[src/rtl/spi_cfg_master_pkg.sv]
// Shared definitions for the SPI configuration master: frame geometry and
// the sequencer state enumeration.
package spi_cfg_master_pkg;

    localparam int FRAME_BITS = 16;
    localparam int ADDR_BITS  = 8;
    localparam int DATA_BITS  = FRAME_BITS - ADDR_BITS;

    typedef enum logic [2:0] {
        ST_IDLE  = 3'd0,
        ST_LEAD  = 3'd1,
        ST_SHIFT = 3'd2,
        ST_TRAIL = 3'd3,
        ST_GAP   = 3'd4
    } state_e;

    // Slave select is held low from LEAD through TRAIL.
    function automatic logic cs_active(input state_e s);
        return (s == ST_LEAD) || (s == ST_SHIFT) || (s == ST_TRAIL);
    endfunction

endpackage

[src/rtl/spi_cfg_master_tick.sv]
// Half-period timer: free-running modulo-DIV counter with a synchronous
// clear; o_tick marks the last cycle of each half period.
module spi_tick #(
    parameter int DIV = 4
) (
    input  logic i_clk,
    input  logic i_clr,
    output logic o_tick
);

    localparam int CW = (DIV > 1) ? $clog2(DIV) : 1;
    localparam logic [CW-1:0] LAST = CW'(DIV - 1);

    logic [CW-1:0] r_cnt;

    // Count 0..DIV-1 and wrap; clear restarts the half period from zero.
    always_ff @(posedge i_clk) begin
        if (i_clr || (r_cnt == LAST)) begin
            r_cnt <= '0;
        end else begin
            r_cnt <= r_cnt + 1'b1;
        end
    end

    assign o_tick = (r_cnt == LAST);

endmodule

[src/rtl/spi_cfg_master.sv]
// SPI configuration master: sends one 16-bit {addr, wdata} frame in mode 0,
// MSB first, and captures the last eight received bits as rdata.
module spi_cfg_master
    import spi_cfg_master_pkg::*;
#(
    parameter int DIV = 4
) (
    input  logic       fclk,
    input  logic       rst,
    input  logic       start,
    input  logic [7:0] addr,
    input  logic [7:0] wdata,
    output logic       busy,
    output logic       done,
    output logic [7:0] rdata,
    output logic       spics_n,
    output logic       spick,
    output logic       spido,
    input  logic       spidi
);

    localparam logic [3:0] LAST_BIT = 4'(FRAME_BITS - 1);

    state_e r_state;
    state_e w_state_nxt;

    logic                  w_tick;
    logic                  w_tick_clr;
    logic                  w_load;
    logic                  w_sample;
    logic                  w_shift;
    logic                  w_spick_nxt;
    logic                  w_end;

    logic [FRAME_BITS-1:0] r_shift;
    logic [DATA_BITS-1:0]  r_rx;
    logic [DATA_BITS-1:0]  r_rdata;
    logic [3:0]            r_bit;
    logic                  r_spics_n;
    logic                  r_spick;
    logic                  r_busy;
    logic                  r_done;

    // The timer is held at zero while idle so LEAD always gets a full half period.
    assign w_tick_clr = rst || (r_state == ST_IDLE);

    spi_tick #(
        .DIV (DIV)
    ) u_tick (
        .i_clk  (fclk),
        .i_clr  (w_tick_clr),
        .o_tick (w_tick)
    );

    // State register.
    always_ff @(posedge fclk) begin
        if (rst) begin
            r_state <= ST_IDLE;
        end else begin
            r_state <= w_state_nxt;
        end
    end

    // Next-state and per-cycle datapath controls; r_spick doubles as the half-period phase.
    always_comb begin
        w_state_nxt = r_state;
        w_load      = 1'b0;
        w_sample    = 1'b0;
        w_shift     = 1'b0;
        w_spick_nxt = r_spick;
        w_end       = 1'b0;
        case (r_state)
            ST_IDLE: begin
                if (start) begin
                    w_state_nxt = ST_LEAD;
                    w_load      = 1'b1;
                end
            end
            ST_LEAD: begin
                if (w_tick) begin
                    w_state_nxt = ST_SHIFT;
                end
            end
            ST_SHIFT: begin
                if (w_tick) begin
                    if (!r_spick) begin
                        w_spick_nxt = 1'b1;
                        w_sample    = 1'b1;
                    end else begin
                        w_spick_nxt = 1'b0;
                        if (r_bit == LAST_BIT) begin
                            w_state_nxt = ST_TRAIL;
                        end else begin
                            w_shift = 1'b1;
                        end
                    end
                end
            end
            ST_TRAIL: begin
                if (w_tick) begin
                    w_state_nxt = ST_GAP;
                end
            end
            ST_GAP: begin
                if (w_tick) begin
                    w_state_nxt = ST_IDLE;
                    w_end       = 1'b1;
                end
            end
            default: begin
                w_state_nxt = ST_IDLE;
            end
        endcase
    end

    // Registered outputs, derived from the state being entered so they align with it.
    always_ff @(posedge fclk) begin
        if (rst) begin
            r_spics_n <= 1'b1;
            r_spick   <= 1'b0;
            r_busy    <= 1'b0;
            r_done    <= 1'b0;
            r_rdata   <= '0;
        end else begin
            r_spics_n <= !cs_active(w_state_nxt);
            r_spick   <= w_spick_nxt;
            r_busy    <= (w_state_nxt != ST_IDLE);
            r_done    <= w_end;
            if (w_end) begin
                r_rdata <= r_rx;
            end
        end
    end

    // Transmit shift register and bit counter; the counter stops at 15 instead of wrapping.
    always_ff @(posedge fclk) begin
        if (rst) begin
            r_shift <= '0;
            r_bit   <= '0;
        end else if (w_load) begin
            r_shift <= {addr, wdata};
            r_bit   <= '0;
        end else if (w_shift) begin
            r_shift <= {r_shift[FRAME_BITS-2:0], 1'b0};
            r_bit   <= r_bit + 1'b1;
        end
    end

    // Receive shifter: after 16 samples only the data-phase byte remains.
    always_ff @(posedge fclk) begin
        if (w_sample) begin
            r_rx <= {r_rx[DATA_BITS-2:0], spidi};
        end
    end

    assign busy    = r_busy;
    assign done    = r_done;
    assign rdata   = r_rdata;
    assign spics_n = r_spics_n;
    assign spick   = r_spick;
    assign spido   = r_shift[FRAME_BITS-1];

endmodule
[config.mk]
export PLATFORM = sky130hd
export DESIGN_NAME = spi_cfg_master
export DESIGN_NICKNAME = d
export VERILOG_FILES = /design/src/rtl/spi_cfg_master_pkg.sv /design/src/rtl/spi_cfg_master_tick.sv /design/src/rtl/spi_cfg_master.sv
export SDC_FILE = /design/constraint.sdc
export NUM_CORES = 1
export LEC_CHECK = 0
export ABC_AREA = 1
export CORE_ASPECT_RATIO = 0.5
export CORE_MARGIN = 8
export CORE_UTILIZATION = 35
export DETAILED_ROUTE_END_ITERATION = 6
export MAX_ROUTING_LAYER = met4
export PLACE_DENSITY = 0.68
export SYNTH_ARGS = -nofsm -noshare
export SYNTH_HDL_FRONTEND = slang
export SYNTH_SLANG_ARGS = --single-unit
[constraint.sdc]
create_clock -name fclk -period 1.44 [get_ports fclk]
set_input_delay 0.432 -clock fclk [delete_from_list [all_inputs] [get_ports fclk]]
set_output_delay 0.432 -clock fclk [all_outputs]
set_load 0.01 [all_outputs]
# ---- Yosys cells after proc, flatten, opt, wreduce, memory -nomap -nowiden
# Cells that the tools add are included.
dict set report totals {
  register_bits 45
  inputBits 20
  output_inout_bits 13
  wordCells 52
}
dict set report op_classes {
  n_addsub 2
  eq_ne 9
  muxes 21
  reduce_logical 10
}
# operator n
set op_table {}
lappend op_table {{16-bit 2-to-1 mux} 2}
lappend op_table {{3-bit 2-to-1 mux} 7}
lappend op_table {{3-bit case mux with 5 select lines} 1}
lappend op_table {{3-bit by 2-bit equality test with 1-bit output, second input constant} 4}
lappend op_table {{1-bit 2-to-1 mux} 11}
lappend op_table {{3-bit by 1-bit equality test with 1-bit output, second input constant} 2}
lappend op_table {{4-bit by 1-bit adder with 4-bit output, second input constant} 1}
lappend op_table {{4-bit equality test, second input constant} 1}
lappend op_table {{1-bit logical OR} 4}
lappend op_table {{3-bit equality test, second input constant} 1}
lappend op_table {{3-bit logical NOT} 1}
lappend op_table {{3-bit nonzero test} 1}
lappend op_table {{2-bit by 1-bit adder with 2-bit output, second input constant} 1}
lappend op_table {{2-bit equality test, second input constant} 1}
lappend op_table {{2-bit AND reduction} 1}
lappend op_table {{2-bit nonzero test} 1}
lappend op_table {{2-bit OR reduction} 1}
lappend op_table {{1-bit logical NOT} 1}

# ---- Logic depth before layout (Yosys ltp)
# Gate-level depths: netlist (run 1).
dict set report logic_depth {
  ltp_word 9
  mapped_depth 9
  ltp_nobuf 9
}

# ---- Cells and area by module
# A second synthesis (run 1) with hierarchy kept.
dict set report hier_totals {
  hier_cells 249
  area_unflattened_um2 2029.4
}
# module n_inst cells_each area_per_inst_um2 seq_area_each_um2
set by_module_without_submodules {}
lappend by_module_without_submodules {spi_cfg_master 1 240 1954.4 940.9}
lappend by_module_without_submodules {spi_tick 1 9 75.1 40.0}

# ---- Least setup slack after synthesis (run 1)
# Ideal clock, no wire load.
dict set report synth_timing {
  path_kind {reg2reg}
  start {reg u_tick.r_cnt[0]}
  end {reg r_rx[0], enable pin}
  setup_time_ns 0.324
  arrival_ns 0.977
  required_time_ns 1.116
  setup_slack_ns 0.139
  stages_incl_launch_ff 6
  path_buffers 0
  period_less_slack_ns 1.301
  cell_sequence {dfxtp_1 ha_1 inv_1 nor2_1 nand2_1 inv_1}
}
dict set report synth_via {
  elab_chain_len 3
}
# item line
set synth_rtl {}
lappend synth_rtl {{start: declaration} spi_cfg_master_tick.sv:14} ;# logic [CW-1:0] r_cnt;
lappend synth_rtl {{start signal: assignment} spi_cfg_master_tick.sv:21} ;# r_cnt <= r_cnt + 1'b1;
lappend synth_rtl {{2-bit equality test} spi_cfg_master_tick.sv:25} ;# assign o_tick = (r_cnt == LAST);
lappend synth_rtl {{1-bit 2-to-1 mux} spi_cfg_master.sv:85} ;# if (w_tick) begin
lappend synth_rtl {{1-bit 2-to-1 mux} spi_cfg_master.sv:72} ;# case (r_state)
lappend synth_rtl {{named net w_sample} spi_cfg_master.sv:30} ;# logic w_sample;
lappend synth_rtl {{end signal: assignment} spi_cfg_master.sv:152} ;# r_rx <= {r_rx[DATA_BITS-2:0], spidi};
lappend synth_rtl {{end: declaration} spi_cfg_master.sv:36} ;# logic [DATA_BITS-1:0] r_rx;
# The timed path passes the listed nets, and every way through them passes these cells.
# A chain may end at the register's enable or synchronous reset.

# ---- Worst setup path after layout (run 1)
dict set report layout_timing {
  start {in start}
  end {reg r_shift[8]}
}
dict set report layout_via {
  elab_chain_len 3
  word_cells_on_any_way 4
  cone_classes {mux (3); reduce/logical (1)}
}
# item line
set layout_rtl {}
lappend layout_rtl {{start: declaration} spi_cfg_master.sv:10} ;# input logic start,
lappend layout_rtl {{1-bit 2-to-1 mux (*)} spi_cfg_master.sv:74} ;# if (start) begin
lappend layout_rtl {{1-bit 2-to-1 mux (*)} spi_cfg_master.sv:72}
lappend layout_rtl {{16-bit 2-to-1 mux or 2-bit nonzero test (tied branches)} --}
lappend layout_rtl {{end signal: assignment} spi_cfg_master.sv:141} ;# r_shift <= {addr, wdata};
lappend layout_rtl {{end signal: assignment} spi_cfg_master.sv:144} ;# r_shift <= {r_shift[FRAME_BITS-2:0], 1'b0};
lappend layout_rtl {{end: declaration} spi_cfg_master.sv:35} ;# logic [FRAME_BITS-1:0] r_shift;
# Mark *: on every way between the ends. The rest lies on a longest branch, timed or not.

==> summary.md, run 1 <==
| Metric | Value |
|---|---|
| Slowest library cell on the worst path | clkdlybuf4s50_1 |
| Postcts setup bufs | 0 |
| DIE AREA | 0.00840 mm² |
| Iteration-0 DRC Markers | 80 |
| Power Total | 2.55 mW |
| P_leak | 1.05 nW |
| Routed Antenna Nets | 0 |
| TritonCTS clock tree | done |
| Crit path capture | r_shift[8]$_SDFFE_PP0P_ |
| Largest net degree at the start of global routing | 32 |
| Post-route minimum period | 1360 ps |
| Fmax | 0.733 GHz |
| Die width | 122 µm |
| WL final | 4.53 mm |
| Sequential element share of the synthesized area | 50.0% |
| Worst Setup SP | start |
| Diodes inserted | 0 |
| Port Buffers | 32 |
| WP data required | 1680 ps |
| Nets | 307 |
| Max VDD drop | 0.490 mV |
| Global route overflow | 0 |
| Initial antenna violation count | 0 |
| Place WS | -238 ps |
| Worst r2r dst | r_shift[4]$_SDFFE_PP0P_ |
| Synthesized cell area | 0.00196 mm² |
| Post-synthesis area per instance | 8.00 µm² |
| Yosys reg bits | 45 |
| Worst Slack Setup Final | 75.3 ps |
| Synthesized net count | 267 |
| Slew @ Worst Pin | 212 ps |
| Final Slew Violations | 0 |
| Clock latency on the worst-skew pair | 300 ps |
| Commonest cells after routing, fill and taps aside | nand2_1, dfxtp_1, a21oi_1 |
| Worst Path Arrival | 1600 ps |
| Outcome | complete, no violations |
| Worst Path Class, Setup | in -> reg |
| Die height | 68.9 µm |
| Routability cong. | 0.838 |
| Final Skew | 7.55 ps |
| Synth cell types | 21 |
| Share of layout cells above drive strength 1 | 14.0% |
| Pre-antenna DRT Iters | 4 |
| Max Fanout on Critical Path | 16 |
| Initial core utilization | 36.0% |
| Area Growth Syn to Fin | 31.0% |
| Fill cells | 525 |
| Total GRT Usage | 11.2% |
| Vias in the first global route | 1619 |
| CTS Buffer Depth | 2 |
| Detailed-route via count | 1760 |
| Setup violations, final | 0 |
| Core Util, Final | 47.2% |
| Power density over the cells | 992 mW/mm² |
| Top-Level Pins | 33 |
| Storage cell area | 986 µm² |
| Cell row count | 19 |
| Residual DRC count | 0 |
| Most common cell after layout, fill and taps aside | nand2_1 |
| CTS HTree Levels | 2 |
| Synthesized instance count | 245 |
| First-pass GRT wire length | 7.14 mm |
| Avg WL per Cell | 12.6 µm |
| Worst rel slew slack | 85.9% |
| Worst path cell trace | clkdlybuf4s50_1 -> buf_4 -> nand4_1 -> nand2_1 -> nand2_1 -> a21oi_1 |
| Fin crit share | 94.8% |
| Multi-input logic area | 853 µm² |
| CP Launch Type | primary input |
| Reg2Reg Depth | 6 |
| Num CTS Buffers | 5 |
| Worst path most repeated cell | nand2_1 |
| Slowest stage delay, CP | 530 ps |
| Worst hold path class | reg -> reg |
| CP endpoint kind | flip-flop |
| Root Buffer | clkbuf_8 |
| Mean number of vias per cell | 4.90 |
| Clk sinks | 45 |
| Final hold vios | 0 |
| Ys Warns | 0 |
| FF-to-FF setup slack | 90 ps |
| Dpl hpwl | 3.12 mm |
| Clock slew seen by the registers of the worst setup and hold paths | 90 ps |
| Core footprint | 0.00544 mm² |
| Max Cap Viol | 0 |
| FF-to-FF Start | r_bit[0]$_SDFFE_PP0P_ |
## kinds of logic after synthesis
group	share of synthesized area [%]
flip-flops	50.0
buffers and inverters	8.93
XOR/XNOR	0.447
adder cells (fa/ha/maj)	1.28
AO/OA/AOI/OAI	10.5
AND/OR/NAND/NOR	28.8
## registers in the layout, summed over array words and instances (netlist names)
name          count
busy              1
r_state           3
r_bit             4
spick             1
r_shift          16
rdata             8
r_rx              8
u_tick.r_cnt      2
done              1
spics_n           1
## where the power goes
group	internal (mW)	switching (mW)	total [mW]
Sequential	1.30	0.0150	1.32
Combinational	0.128	0.141	0.269
Clock	0.519	0.440	0.959
Total	1.95	0.595	2.55
## final cells by class
class / count / area share, %
flip-flops and latches: 45 / 38.4
clock inverters: 3 / 1.80
inverters: 20 / 3.02
repair buffers: 48 / 17.3
multi-input cells: 165 / 33.2
clock buffers: 5 / 2.68
well taps: 73 / 3.56
## metal layers
metal / track usage (%) / part of all wire (%) / vias up
met2: 19.6 / 49 / 50
met3: 3.09 / 5.6 / 7
met4: 6.09 / 1.9 / 0
met1: 11.6 / 43 / 800
li1: - / - / 903
met5: - / 0 / -
## synth_stat cells
library cell | instances | area [µm²]
a21oi_1 | 30 | 150
buf_2 | 8 | 40.0
buf_4 | 4 | 30.0
buf_6 | 2 | 22.5
clkbuf_1 | 2 | 7.51
dfxtp_1 | 37 | 741
edfxtp_1 | 8 | 240
ha_1 | 2 | 25.0
inv_1 | 19 | 71.3
inv_2 | 1 | 3.75
nand2_1 | 61 | 229
nand2_2 | 1 | 6.26
nand3_1 | 26 | 130
nand3_2 | 4 | 40.0
nand3b_1 | 2 | 15.0
nand4_1 | 17 | 106
nor2_1 | 7 | 26.3
nor2_2 | 2 | 12.5
o21ai_0 | 10 | 50.1
o21ai_1 | 1 | 5.00
xor2_1 | 1 | 8.76
## worst min-delay path by stage
stage,cells past startpoint,end,slack [ps],from
detailed placement,1,u_tick.r_cnt[0]$_SDFF_PP0_,410,u_tick.r_cnt[0]$_SDFF_PP0_
floorplan,1,u_tick.r_cnt[0]$_SDFF_PP0_,400,u_tick.r_cnt[0]$_SDFF_PP0_
CTS,1,u_tick.r_cnt[0]$_SDFF_PP0_,430,u_tick.r_cnt[0]$_SDFF_PP0_
global route,0,r_rx[6]$_DFFE_PP_,460,r_rx[5]$_DFFE_PP_
finish,1,u_tick.r_cnt[0]$_SDFF_PP0_,430,u_tick.r_cnt[0]$_SDFF_PP0_
global placement,1,u_tick.r_cnt[0]$_SDFF_PP0_,410,u_tick.r_cnt[0]$_SDFF_PP0_
## per-stage QoR
| step | instance area (µm²) | cells | hold slack (ps) | TNS, ps |
|---|---|---|---|---|
| 4_1_cts | 2500 | 358 | 426 | 0 |
| 3_3_place_gp | 2400 | 350 | 406 | -3250 |
| 6_report | 2570 | 359 | 425 | 0 |
| 3_5_place_dp | 2400 | 350 | 413 | -3920 |
| 5_1_grt | 2570 | 359 | 463 | -1.22 |
| 2_1_floorplan | 1960 | 245 | 398 | 0 |
## critical path, delay by kind of cell
kind | cells | cell delay (ps)
buffers and inverters | 2 | 760
AND/OR/NAND/NOR | 3 | 290
AO/OA/AOI/OAI | 1 | 110
## timing repair
action	4_1_cts	5_1_grt
gates cloned	0	1
resized for setup	13	18
pin swaps	0	1
setup endpoints to repair	13	34
hold buffers	0	0
No activity file was read; power rests on OpenSTA's default activity.
==> inputs of run 2 (changes only) <==
--- a/config.mk
+++ b/config.mk
@@ -6,12 +6,15 @@
 export NUM_CORES = 1
 export LEC_CHECK = 0
 export ABC_AREA = 1
+export CELL_PAD_IN_SITES_DETAIL_PLACEMENT = 1
+export CELL_PAD_IN_SITES_GLOBAL_PLACEMENT = 2
 export CORE_ASPECT_RATIO = 0.5
-export CORE_MARGIN = 8
-export CORE_UTILIZATION = 35
+export CORE_MARGIN = 1.5
+export CORE_UTILIZATION = 30
 export DETAILED_ROUTE_END_ITERATION = 6
 export MAX_ROUTING_LAYER = met4
-export PLACE_DENSITY = 0.68
+export PLACE_DENSITY = 0.88
+export SLEW_MARGIN = 20
 export SYNTH_ARGS = -nofsm -noshare
 export SYNTH_HDL_FRONTEND = slang
 export SYNTH_SLANG_ARGS = --single-unit
==> summary.md, run 2 (same netlist as run 1, synthesis figures left out) <==
| Metric | Value |
|---|---|
| Multi-input logic area | 838 µm² |
| Residual DRC count | 0 |
| Clock slew seen by the registers of the worst setup and hold paths | 60 ps |
| CTS Buffer Depth | 2 |
| WP data required | 1610 ps |
| Slew @ Worst Pin | 258 ps |
| Worst Path Arrival | 1540 ps |
| Postcts setup bufs | 0 |
| Global route overflow | 0 |
| CTS HTree Levels | 2 |
| Total GRT Usage | 15.5% |
| Num CTS Buffers | 5 |
| Cell row count | 20 |
| FF-to-FF setup slack | 70 ps |
| Avg WL per Cell | 13.4 µm |
| Max Cap Viol | 0 |
| Root Buffer | clkbuf_16 |
| Place WS | -240 ps |
| Die width | 117 µm |
| Core footprint | 0.00618 mm² |
| Worst rel slew slack | 82.7% |
| Largest net degree at the start of global routing | 21 |
| Worst Path Class, Setup | reg -> reg |
| Power density over the cells | 1100 mW/mm² |
| Max VDD drop | 0.443 mV |
| Routability cong. | 0.744 |
| Hold buffers post-CTS | 0 |
| P_leak | 1.10 nW |
| Pre-antenna DRT Iters | 4 |
| Die height | 60.2 µm |
| Worst Slack Setup Final | 67.5 ps |
| DIE AREA | 0.00706 mm² |
| Iteration-0 DRC Markers | 108 |
| Fmax | 0.729 GHz |
| Storage cell area | 986 µm² |
| Fin crit share | 95.3% |
| Vias in the first global route | 1746 |
| TritonCTS clock tree | done |
| Nets | 308 |
| Most common cell after layout, fill and taps aside | nand2_1 |
| Worst hold path class | reg -> reg |
| First-pass GRT wire length | 8.02 mm |
| WL final | 5.03 mm |
| Port Buffers | 32 |
| Detailed-route via count | 1757 |
| Routed Antenna Nets | 0 |
| Clk sinks | 45 |
| Clock latency on the worst-skew pair | 290 ps |
| Top-Level Pins | 33 |
| Post-route minimum period | 1370 ps |
| Mean number of vias per cell | 4.69 |
| Diodes inserted | 0 |
| Top reg by flops | r_shift |
| Final Skew | 4.20 ps |
| CP endpoint kind | flip-flop |
| Initial core utilization | 31.7% |
| Commonest cells after routing, fill and taps aside | nand2_1, dfxtp_1, a21oi_1 |
| Area Growth Syn to Fin | 34.8% |
| Final hold vios | 0 |
| Outcome | complete, no violations |
| Share of layout cells above drive strength 1 | 13.2% |
| Initial antenna violation count | 0 |
| CP Launch Type | flip-flop |
| Max Fanout on Critical Path | 20 |
| Min Hold Slack | 437 ps |
| Final Slew Violations | 0 |
| Fill cells | 768 |
| Dpl hpwl | 3.45 mm |
| Setup violations, final | 0 |
| Max FFs per register | 16 |
## run 2: changes by cell type in the layout (fill, tap and decap cells not counted), moves of 2 or more
cell       previous run  this run
clkbuf_16             0         5
clkbuf_8              5         0
ha_1                  0         2
ha_2                  2         0
o21ai_0               8        10
o21ai_1               3         1
## run 2: metrics by stage
step / total power, mW / std cells / setup TNS (ps) / area, µm² / utilization [%]
finish: 2.90 / 375 / 0 / 2640 / 42.8
global route: 3.03 / 375 / -104 / 2640 / 42.8
CTS: 2.93 / 374 / 0 / 2570 / 41.6
detailed placement: 1.61 / 366 / -5020 / 2420 / 39.1
global placement: 1.60 / 366 / -4350 / 2420 / 39.1
floorplan: 1.50 / 245 / 0 / 1960 / -
## run 2: worst paths after layout
kind,start,end,depth (start not counted)
max,u_tick.r_cnt[0]$_SDFF_PP0_,r_shift[1]$_SDFFE_PP0P_,7
min reg2reg,u_tick.r_cnt[0]$_SDFF_PP0_,u_tick.r_cnt[0]$_SDFF_PP0_,1
min,u_tick.r_cnt[0]$_SDFF_PP0_,u_tick.r_cnt[0]$_SDFF_PP0_,1
max reg2reg,u_tick.r_cnt[0]$_SDFF_PP0_,r_shift[1]$_SDFFE_PP0P_,7
## run 2: area by class of cell
type                       instances  area share, %
clock buffer                       5           4.73
inverter                          20           2.84
clock inverter                     3           1.56
sequential                        45           37.3
multi-input combinational        164           31.7
timing repair buffer              50           17.7
tap                               88           4.17
## run 2: report_power, final
part / switching [mW] / leakage, nW / internal (mW)
Clock: 0.489 / 0.0775 / 0.812
Sequential: 0.0157 / 0.374 / 1.31
Combinational: 0.148 / 0.650 / 0.132
## run 2: timing repair
action,4_1_cts,5_1_grt
pin swaps,0,0
endpoints found under the setup margin,14,31
gates resized for setup,14,17
cloned,0,1
## run 2: routing by layer
metal / share of wire, % / routed length [µm] / vias up / GRT usage [%]
met5: 0 / 0 / - / -
met3: 3.3 / 167 / 7 / 4.10
li1: - / - / 901 / -
met4: 1.9 / 93 / 0 / 7.41
met2: 48 / 2430 / 23 / 27.4
met1: 46 / 2330 / 826 / 16.8
## run 2: critical path, cell delays in order (launching register included)
cell	delay, ps
dfxtp_1	340
ha_1	200
nand2_1	90
inv_1	70
nand3_2	180
buf_12	220
nand3_1	80
a21oi_1	70
